===== src/rtl/hazard_ctrl.sv =====
// Hazard/forwarding controller for the 5-stage MIPS pipeline with memory-wait FSM.
// Optional cycle counters when HAZ_PERF_CNT_EN is defined.
module hazard_ctrl #(
  parameter int         MEM_TIMEOUT = 16,
  parameter logic [4:0] RA_REG      = 5'd31
) (
  input  logic       clk,
  input  logic       reset,
  input  logic [4:0] rs_d,
  input  logic [4:0] rt_d,
  input  logic       branch_d,
  input  logic       jr_d,
  input  logic [4:0] rs_e,
  input  logic [4:0] rt_e,
  input  logic [4:0] writereg_e,
  input  logic [4:0] writereg_m,
  input  logic [4:0] writereg_w,
  input  logic       regwrite_e,
  input  logic       regwrite_m,
  input  logic       regwrite_w,
  input  logic       memtoreg_e,
  input  logic       memtoreg_m,
  input  logic       jal_e,
  input  logic       memreq_m,
  input  logic       memready_m,
  output logic       stall_f,
  output logic       stall_d,
  output logic       stall_e,
  output logic       stall_m,
  output logic       flush_e,
  output logic       flush_w,
  output logic       forward_a_d,
  output logic       forward_b_d,
  output logic [1:0] forward_a_e,
  output logic [1:0] forward_b_e,
  output logic       mem_err
`ifdef HAZ_PERF_CNT_EN
  ,
  output logic [31:0] lwstall_cnt,
  output logic [31:0] brstall_cnt,
  output logic [31:0] memwait_cnt
`endif
);

  localparam int CW = $clog2(MEM_TIMEOUT + 1);
  localparam logic [CW-1:0] LAST = CW'(MEM_TIMEOUT - 1);

  typedef enum logic {RUN, MEMWAIT} state_t;

  state_t        state, state_n;
  logic [CW-1:0] cnt, cnt_n;
  logic          err_q, err_n;

  logic [4:0] dst_e;
  logic       lwstall, br_e, br_m, brstall, hz, memhold;

  assign dst_e   = jal_e ? RA_REG : writereg_e;
  assign lwstall = memtoreg_e && dst_e != 5'd0
                && (dst_e == rs_d || dst_e == rt_d);
  assign br_e    = regwrite_e && dst_e != 5'd0
                && (dst_e == rs_d || (branch_d && dst_e == rt_d));
  assign br_m    = memtoreg_m && writereg_m != 5'd0
                && (writereg_m == rs_d
                    || (branch_d && writereg_m == rt_d));
  assign brstall = (branch_d || jr_d) && (br_e || br_m);
  assign hz      = lwstall || brstall;
  // In MEMWAIT the request is already latched; only ready releases it.
  assign memhold = (state == MEMWAIT) ? !memready_m
                                      : (memreq_m && !memready_m);

  always_ff @(posedge clk) begin
    if (reset) begin
      state <= RUN;
      cnt   <= '0;
      err_q <= 1'b0;
    end else begin
      state <= state_n;
      cnt   <= cnt_n;
      err_q <= err_n;
    end
  end

  always_comb begin
    state_n = state;
    cnt_n   = cnt;
    err_n   = err_q;
    unique case (state)
      RUN: begin
        if (memhold) begin
          state_n = MEMWAIT;
          cnt_n   = CW'(1);
        end
      end
      MEMWAIT: begin
        if (memready_m) begin
          state_n = RUN;
          cnt_n   = '0;
        end else if (cnt == LAST) begin
          state_n = RUN;
          cnt_n   = '0;
          err_n   = 1'b1;
        end else begin
          cnt_n = cnt + CW'(1);
        end
      end
      default: begin
        state_n = RUN;
        cnt_n   = '0;
      end
    endcase
  end

  function automatic logic [1:0] fwd_e(input logic [4:0] src);
    logic [1:0] f;
    f = 2'b00;
    priority case (1'b1)
      (src != 5'd0 && regwrite_m && writereg_m == src): f = 2'b10;
      (src != 5'd0 && regwrite_w && writereg_w == src): f = 2'b01;
      default: f = 2'b00;
    endcase
    return f;
  endfunction

  always_comb begin
    stall_f     = 1'b0;
    stall_d     = 1'b0;
    stall_e     = 1'b0;
    stall_m     = 1'b0;
    flush_e     = 1'b0;
    flush_w     = 1'b0;
    forward_a_d = 1'b0;
    forward_b_d = 1'b0;
    forward_a_e = 2'b00;
    forward_b_e = 2'b00;
    mem_err     = 1'b0;
    if (reset) begin
      flush_e = 1'b1;
    end else begin
      if (memhold) begin
        stall_f = 1'b1;
        stall_d = 1'b1;
        stall_e = 1'b1;
        stall_m = 1'b1;
        flush_w = 1'b1;
      end else begin
        stall_f = hz;
        stall_d = hz;
        flush_e = hz;
      end
      forward_a_d = rs_d != 5'd0 && regwrite_m && writereg_m == rs_d;
      forward_b_d = rt_d != 5'd0 && regwrite_m && writereg_m == rt_d;
      forward_a_e = fwd_e(rs_e);
      forward_b_e = fwd_e(rt_e);
      mem_err     = err_q;
    end
  end

`ifdef HAZ_PERF_CNT_EN
  always_ff @(posedge clk) begin
    if (reset) begin
      lwstall_cnt <= '0;
      brstall_cnt <= '0;
      memwait_cnt <= '0;
    end else begin
      if (!memhold && lwstall && lwstall_cnt != '1)
        lwstall_cnt <= lwstall_cnt + 32'd1;
      if (!memhold && brstall && brstall_cnt != '1)
        brstall_cnt <= brstall_cnt + 32'd1;
      if (memhold && memwait_cnt != '1)
        memwait_cnt <= memwait_cnt + 32'd1;
    end
  end
`endif

endmodule


===== config.mk =====
export PLATFORM = sky130hd
export DESIGN_NAME = hazard_ctrl
export DESIGN_NICKNAME = d
export VERILOG_FILES = /design/src/rtl/hazard_ctrl.sv
export SDC_FILE = /design/constraint.sdc
export NUM_CORES = 1
export LEC_CHECK = 0
export CORE_UTILIZATION = 30
export DETAILED_ROUTE_END_ITERATION = 8
export PLACE_DENSITY_LB_ADDON = 0.2
export SYNTH_ARGS = -nofsm -noshare
export SYNTH_HDL_FRONTEND = slang
export SYNTH_SLANG_ARGS = --single-unit

===== constraint.sdc =====
create_clock -name clk -period 2.1 [get_ports clk]
set_clock_uncertainty 0.15 [all_clocks]
set_input_delay 0.21 -clock clk [delete_from_list [all_inputs] [get_ports clk]]
set_output_delay 0.21 -clock clk [all_outputs]
set_load 0.05 [all_outputs]

==> results_dict.tcl <==
set metrics [dict create \
    status "complete, but fails checks" \
    failed_checks "negative setup slack" \
    p_total_mw 0.774 \
    ctsHoldBuffers 0 \
    start_util_pct 31.2 \
    netlist_instances 162 \
    overflow 0 \
    ios 60 \
    period_share_pct 108 \
    setup_viol 3 \
    wire_per_inst_um 15.5 \
    synth_top_cell_by_area "xnor2_1" \
    whs_ps 309 \
    gr-usage-all-layers_pct 21.9 \
    slew_headroom_pct 60.7 \
    fill_cells 296 \
    cp_common_cell "buf_12" \
    tightest_slew_ps 587 \
    reg2regPathDepth 5 \
    worst_setup_path_end_kind "primary output" \
    start_kind "input pin" \
    die_h_um 63.7 \
    synth_compound_area_share_pct 20.6 \
    drive_above_1_share_pct 47.9 \
    grt_pass1_wl_um 7030 \
    synth_top_family_by_area "simple AND/OR/NAND/NOR gates" \
    wirelength_um 4800 \
    final_common_cell "buf_4" \
    hold_path_class "register to register" \
    drc_errors 0 \
    synthSimpleGateAreaFrac_pct 29.1 \
    nNetsFinal 310 \
    synth_area_leaders "xnor2_1 17%, dfxtp_1 12%, xor2_1 11%" \
    path_cells "buf_12 > buf_4 > nor2_2 > xor2_1 > o21ai_4 > nor4b_4 > a211oi_4 > o31ai_4 > buf_12" \
    root_buffer "clkbuf_8" \
    setup_ws_ps -178 \
    power_density_mw_per_mm2 303 \
    reg2reg_to "cnt[3]" \
    yosysTopAreaCellShare_pct 16.8 \
    r2r_start "state" \
    n_antenna_cell 0 \
    yosys.area_share.adder_pct 1.09 \
    netlist_area_mm2 0.00114 \
    vias 1596 \
    ys_seq_area_share_pct 12.3 \
    cap_viol_max_count 0 \
    min_to "err_q" \
    achievable-frequency_ghz 0.439 \
    cts_htree_levels 1 \
    ys_ff_latch 7 \
    ff2ff_setup_slack_ps 390 \
    clk_latency_ps 230 \
    clockBufferDepth 2 \
    grt_pass1_vias 1647 \
    peakVddDrop_v 0.000294 \
    routed_via_density 5.17 \
    synth_mux_area_share_pct 0 \
    synth_xor_area_share_pct 28.3 \
    post-route-min-period_ps 2280 \
    synth_cell_types 34 \
    io_buffers 59 \
    crit_fanout 8 \
    cp_slowest_stage_delay_ps 340 \
    syn_to_final_growth_pct 124 \
    grt_max_degree 9 \
    num_rows 22 \
    clk_pin_slew_ps 40 \
    p_leak_nw 1.05 \
    dp_hpwl_um 3390 \
    cp_slowest_cell "nor4b_4" \
    hold_start "err_q" \
    synth_warnings 0 \
    ant_nets 0 \
    syn_nets 210 \
    final_util_pct 69.9 \
    worstSetupPathType "input pin to primary output" \
    min_delay_path_depth 2 \
    cp.arrival_ps 1920 \
    rsz0062_at_grt "yes" \
    cp.required_ps 1740 \
    routabilityCongestion 0.884 \
    hold_viol_final 0 \
    die_area_mm2 0.00406 \
    drv_slew 0 \
    cts_inserted_buffers 3 \
    cts_sinks 7 \
    dp_worst_setup_slack_ps -626 \
    drt_iter0_drc 89 \
    die_w_um 63.7 \
    antenna_found_initial 0 \
    core_area_mm2 0.00366 \
    syn_avg_cell_area_um2 7.06 \
    layout_common_cells "41 x buf_4, 20 x xnor2_1, 15 x clkdlybuf4s50_1, 14 x buf_12, 13 x xor2_1" \
    cts_tree "yes" \
    drtPass1Iterations 4 \
]
[worst max-delay path, delay by kind of cell]
family | cells | cell delay, ps
AND/OR/NAND/NOR | 2 | 500
XOR/XNOR | 1 | 270
buffers and inverters | 3 | 430
AO/OA/AOI/OAI | 3 | 500
[synth_stat cells (all sizes together)]
library cell and count:
a2111oi 2, a211oi 4, a21o 1, a21oi 10
a22oi 3, a31oi 2, and2 2, and3 1
buf 6, clkbuf 6, dfxtp 7, ha 1
inv 8, nand2 8, nand3 6, nand4 4
nor2 14, nor2b 3, nor3 6, nor3b 1
nor4 8, nor4b 1, o21ai 8, o31ai 3
o41ai 2, or3 4, or4 4, xnor2 22
xor2 15
[sequential cells by signal, summed over array words and instances (netlist names)]
name,flops
state,1
cnt,5
err_q,1
[timing repair]
action	in CTS	in global routing
resized for setup	98	42
cloned	0	0
endpoints found under the setup margin	9	9
setup buffers	9	4
pin swaps	26	21
[cell families (layout without fill, tap and decap cells)]
family,after synthesis,in the layout
xor+xnor,37,37
buf+inv,20,119
simple gates,62,62
fa+ha+maj,1,1
flops,7,7
compound gates,35,35
[worst max path at each step]
stage | slack [ps] | depth (start not counted) | endpoint | startpoint
2_1_floorplan | -80 | 7 | stall_f | jal_e
3_3_place_gp | -540 | 8 | flush_e | jal_e
3_5_place_dp | -630 | 8 | flush_e | jal_e
4_1_cts | -160 | 8 | flush_e | jal_e
5_1_grt | -240 | 9 | flush_e | jal_e
6_report | -180 | 9 | flush_e | jal_e
[area by class of cell]
class / count / area [µm²] / area share, %
tap: 48 / 60.1 / 2.35
multi-input combinational: 135 / 1230 / 48.1
sequential: 7 / 140 / 5.48
inverter: 8 / 30.0 / 1.17
clock buffer: 4 / 45.0 / 1.76
timing repair buffer: 107 / 1050 / 41.1
[per-stage QoR]
stage | setup TNS (ps) | std cells | cell area, µm²
6_report | -432 | 309 | 2560
5_1_grt | -735 | 309 | 2560
4_1_cts | -308 | 305 | 2480
3_5_place_dp | -3480 | 292 | 2210
3_3_place_gp | -2980 | 292 | 2210
2_1_floorplan | -120 | 162 | 1230
[power breakdown]
| part | internal, mW | leakage, nW | switching [mW] |
|---|---|---|---|
| Combinational | 0.228 | 0.971 | 0.220 |
| Clock | 0.131 | 0.0228 | 0.0562 |
| Sequential | 0.136 | 0.0568 | 0.00270 |
| Total | 0.496 | 1.05 | 0.279 |
[routing by layer]
layer  part of all wire (%)  routed length, µm  track usage (%)  vias to the layer above
met1                     38               1810             21.7                      746
met4                    1.8                 87             9.38                        0
met2                     56               2670             42.7                       64
met5                      0                  0                0                        -
li1                       -                  -                -                      776
met3                    4.6                221             5.00                       10
(Power assumes the default switching activity.)
